File: src/rtl/control_unit.sv
// rtl/control_unit.sv - RV32I main decoder with registered control strobes
module control_unit (
   input  logic       clk,
   input  logic       rst,
   input  logic       flush,
   input  logic [6:0] opcode,
   output logic       RegWrite,
   output logic       MemRead,
   output logic       MemWrite,
   output logic       ALUSrc,
   output logic       MemToReg,
   output logic       Branch,
   output logic       Jump,
   output logic [1:0] ALUOp,
   output logic       illegal
);

   localparam logic [6:0] OP_RTYPE  = 7'b0110011;
   localparam logic [6:0] OP_IALU   = 7'b0010011;
   localparam logic [6:0] OP_LOAD   = 7'b0000011;
   localparam logic [6:0] OP_STORE  = 7'b0100011;
   localparam logic [6:0] OP_BRANCH = 7'b1100011;
   localparam logic [6:0] OP_JAL    = 7'b1101111;
   localparam logic [6:0] OP_JALR   = 7'b1100111;
   localparam logic [6:0] OP_LUI    = 7'b0110111;
   localparam logic [6:0] OP_AUIPC  = 7'b0010111;

   logic       reg_write_d;
   logic       mem_read_d;
   logic       mem_write_d;
   logic       alu_src_d;
   logic       mem_to_reg_d;
   logic       branch_d;
   logic       jump_d;
   logic [1:0] alu_op_d;
   logic       illegal_d;

   // Combinational opcode decode; anything outside the table (including X/Z) falls to the illegal default.
   always_comb begin
      reg_write_d  = 1'b0;
      mem_read_d   = 1'b0;
      mem_write_d  = 1'b0;
      alu_src_d    = 1'b0;
      mem_to_reg_d = 1'b0;
      branch_d     = 1'b0;
      jump_d       = 1'b0;
      alu_op_d     = 2'b00;
      illegal_d    = 1'b0;
      case (opcode)
         OP_RTYPE: begin
            reg_write_d = 1'b1;
            alu_op_d    = 2'b10;
         end
         OP_IALU: begin
            reg_write_d = 1'b1;
            alu_src_d   = 1'b1;
            alu_op_d    = 2'b11;
         end
         OP_LOAD: begin
            reg_write_d  = 1'b1;
            mem_read_d   = 1'b1;
            alu_src_d    = 1'b1;
            mem_to_reg_d = 1'b1;
         end
         OP_STORE: begin
            mem_write_d = 1'b1;
            alu_src_d   = 1'b1;
         end
         OP_BRANCH: begin
            branch_d = 1'b1;
            alu_op_d = 2'b01;
         end
         OP_JAL: begin
            reg_write_d = 1'b1;
            jump_d      = 1'b1;
         end
         OP_JALR: begin
            reg_write_d = 1'b1;
            alu_src_d   = 1'b1;
            jump_d      = 1'b1;
         end
         // LUI and AUIPC share strobes; operand A selection is handled in the datapath.
         OP_LUI, OP_AUIPC: begin
            reg_write_d = 1'b1;
            alu_src_d   = 1'b1;
         end
         default: begin
            illegal_d = 1'b1;
         end
      endcase
   end

   // Output flops: reset beats flush, flush inserts a NOP bubble, otherwise capture the decode.
   always_ff @(posedge clk) begin
      if (rst || flush) begin
         RegWrite <= 1'b0;
         MemRead  <= 1'b0;
         MemWrite <= 1'b0;
         ALUSrc   <= 1'b0;
         MemToReg <= 1'b0;
         Branch   <= 1'b0;
         Jump     <= 1'b0;
         ALUOp    <= 2'b00;
         illegal  <= 1'b0;
      end else begin
         RegWrite <= reg_write_d;
         MemRead  <= mem_read_d;
         MemWrite <= mem_write_d;
         ALUSrc   <= alu_src_d;
         MemToReg <= mem_to_reg_d;
         Branch   <= branch_d;
         Jump     <= jump_d;
         ALUOp    <= alu_op_d;
         illegal  <= illegal_d;
      end
   end

endmodule

File: config.mk
export PLATFORM = sky130hd
export DESIGN_NAME = control_unit
export DESIGN_NICKNAME = d
export VERILOG_FILES = /design/src/rtl/control_unit.sv
export SDC_FILE = /design/constraint.sdc
export NUM_CORES = 1
export LEC_CHECK = 0
export BUFFER_PORTS_ARGS = -buffer_cell sky130_fd_sc_hd__buf_2
export CAP_MARGIN = 10
export CORE_AREA = 8 8 45 47
export DETAILED_ROUTE_END_ITERATION = 6
export DIE_AREA = 0 0 53 55
export PLACE_DENSITY = 0.54
export SLEW_MARGIN = 20
export SYNTH_ARGS = -nofsm -noshare
export SYNTH_HDL_FRONTEND = slang
export SYNTH_SLANG_ARGS = --single-unit
File: constraint.sdc
create_clock -name clk -period 1.9 [get_ports clk]
set_input_delay 0.095 -clock clk [delete_from_list [all_inputs] [get_ports clk]]
set_output_delay 0.095 -clock clk [all_outputs]
set_load 0.01 [all_outputs]
==> metrics.csv <==
metric;value;unit
simple-gate share of the synthesized area;32.3;%
first-pass GRT wire length;1070;µm
Power Density;746;mW/mm²
H-tree lvl count;1;
Comb pwr share;10.5;%
WP data required;1800;ps
nets;69;
Yosys warning count;0;
GR Overflow Total;0;
layout cell share with drive strength beyond 1;41.4;%
via count;338;
Total GRT Usage;5.26;%
Worst Setup End Kind;output port;
Post-Synth XOR/XNOR Area;0;%
Largest delay share family, worst path;flip-flops;
combinational family with the most area after synthesis;simple AND/OR/NAND/NOR gates;
CP bufs+invs;1;
clk slew on worst S/H paths;50;ps
ANT nets after route;0;
Site Rows;14;
First-pass DRT Iterations;4;
CTS resizes;0;
Detail Placement HPWL;657;µm
maximum clock path buffer count;2;
vias in the first global route;297;
crit path to;MemToReg;
DIE HEIGHT;55;µm
P_int;289;µW
critical-path maximum fanout;2;
Largest stage delay, worst path;310;ps
critical-path cell list;buf_2;
# diodes;0;
final hold viol count;0;
RSZ-0062 raised after global routing;no;
CORE AREA;0.00138;mm²
total power;369;µW
fmax;1.27;GHz
CP Depth;1;
IO Pins;20;
Worst Max-Slew Pin Slew;248;ps
Synth Register Bits;9;
Final Wtd Congestion;0.770;
maxcap violations;0;
Initial Util;26.0;%
root buf cell;clkbuf_4;
Synth Area in Adders;0;%
Die X;53;µm
Slowest cell on crit path;dfxtp_1;
Num CTS Buffers;3;
hold_buf cts;0;
CTS tree;built;
NetSw;79.8;µW
initial antenna violation count;0;
Area after DPL;468;µm²
setup_tns;0;ps
fill count;149;
largest net degree at the start of global routing;9;
Place WS;943;ps
clk sinks;9;
gate count of the mapped netlist;36;
Clk pwr share;37.6;%
Leak;0.000236;µW
status;finished clean;
Yosys cell types;20;
Avg Vias per Cell;4.57;
final setup violating endpoints;0;
crit path DAT;690;ps
sw frac;21.7;%
postcts setup bufs;0;
sequential share of the synthesized area;50.0;%
Max-slew headroom;83.3;%
critical path startpoint;MemToReg$_SDFF_PP0_;
fin cells;74;
Slew Limit Fails;0;
HP Class;input pin to flop;
CP Launch Type;flop;
DRT iter0 DRCs;6;
Min Clock Period, post-route;787;ps
cell count after placement;70;
VDD IR max;0.000153;V
post-synthesis mux area share;0;%
Mapped Area;360;µm²
Mapped Nets;46;
design area;494;µm²
Synth Area in Compound Gates;15.6;%
Port Buf Inserts;19;
Area Growth Syn to Fin;37.2;%
final worst path period share;41.4;%
CP Class;flop to output port;
Post-Route WL;797;µm
drt drc;0;
Flop pwr share;51.9;%
final worst slack;1110;ps
routed length per placed instance;10.8;µm
Die Area;0.00292;mm²
syn avg cell area;10.0;µm²
## placed cells by master, fill, tap and decap left out, types with 2 or more instances in the layout
| cell | synthesis | final |
|---|---|---|
| buf_2 | 0 | 19 |
| dfxtp_1 | 9 | 9 |
| nor2_1 | 5 | 5 |
| nand2b_1 | 3 | 3 |
| clkbuf_4 | 0 | 3 |
| nor3_1 | 2 | 2 |
| nand2_1 | 2 | 2 |
## state kept, by name, indices dropped and copies added (netlist names)
register and flops:
ALUSrc 1, Jump 1, illegal 1, Branch 1, MemToReg 1, MemWrite 1, RegWrite 1, ALUOp 2
## cells by family after synthesis
| group | count (synthesis) |
|---|---|
| AOI/OAI and AO/OA | 7 |
| buffers and inverters | 1 |
| and+or+nand+nor | 19 |
| DFF | 9 |
## area by class of cell
| type | instances | area, µm² | share of cell area [%] |
|---|---|---|---|
| well taps | 16 | 20.0 | 4.05 |
| clock buffers | 4 | 26.3 | 5.32 |
| flip-flops and latches | 9 | 180 | 36.5 |
| multi-input cells | 26 | 173 | 34.9 |
| repair buffers | 19 | 95.1 | 19.2 |
## Yosys cell counts
master	count	area share (%)
a21oi_1	1	1.4
a311oi_1	1	2.4
a31oi_1	1	1.7
and3b_1	1	2.4
buf_4	1	2.1
dfxtp_1	9	50
nand2_1	2	2.1
nand2b_1	3	5.2
nand3_1	1	1.4
nand3b_1	1	2.1
nand3b_4	1	5.6
nor2_1	5	5.2
nor3_1	2	2.8
nor3b_1	1	2.1
nor4_1	1	1.7
o21a_1	1	2.1
o21ai_0	1	1.4
o21bai_1	1	2.1
o32ai_2	1	4.5
or2_1	1	1.7
## through the flow
stage / hold slack [ps] / util (%)
6_report: 44.0 / 35.7
5_1_grt: 47.3 / 35.7
4_1_cts: 29.3 / 35.7
3_5_place_dp: 307 / 33.8
3_3_place_gp: 305 / 33.8
2_1_floorplan: 171 / -
## worst min-delay path by stage
| stage | from | to | slack [ps] | depth (start not counted) |
|---|---|---|---|---|
| detailed placement | rst | Jump$_SDFF_PP0_ | 310 | 2 |
| global placement | rst | Jump$_SDFF_PP0_ | 300 | 2 |
| CTS | rst | Jump$_SDFF_PP0_ | 30 | 2 |
| global route | flush | Jump$_SDFF_PP0_ | 50 | 2 |
| finish | flush | Jump$_SDFF_PP0_ | 40 | 2 |
| floorplan | opcode[6] | ALUOp[1]$_SDFF_PP0_ | 170 | 1 |
## layer usage
| layer | vias to the layer above | share of wire [%] | GRT usage, % |
|---|---|---|---|
| met3 | 2 | 8.3 | 0.802 |
| met5 | - | 0 | 0 |
| met4 | 0 | 1.9 | 9.05 |
| li1 | 173 | - | - |
| met1 | 153 | 33 | 3.68 |
| met2 | 10 | 57 | 9.38 |
## power groups by stage
stage	Sequential, µW	Clock, µW	Combinational [µW]
2_1_floorplan	197	0	15.8
4_1_cts	191	147	38.9
5_1_grt	191	154	41.8
3_3_place_gp	195	0	38.7
6_report	191	138	38.8
3_5_place_dp	195	0	38.8
(Power assumes the default switching activity.)
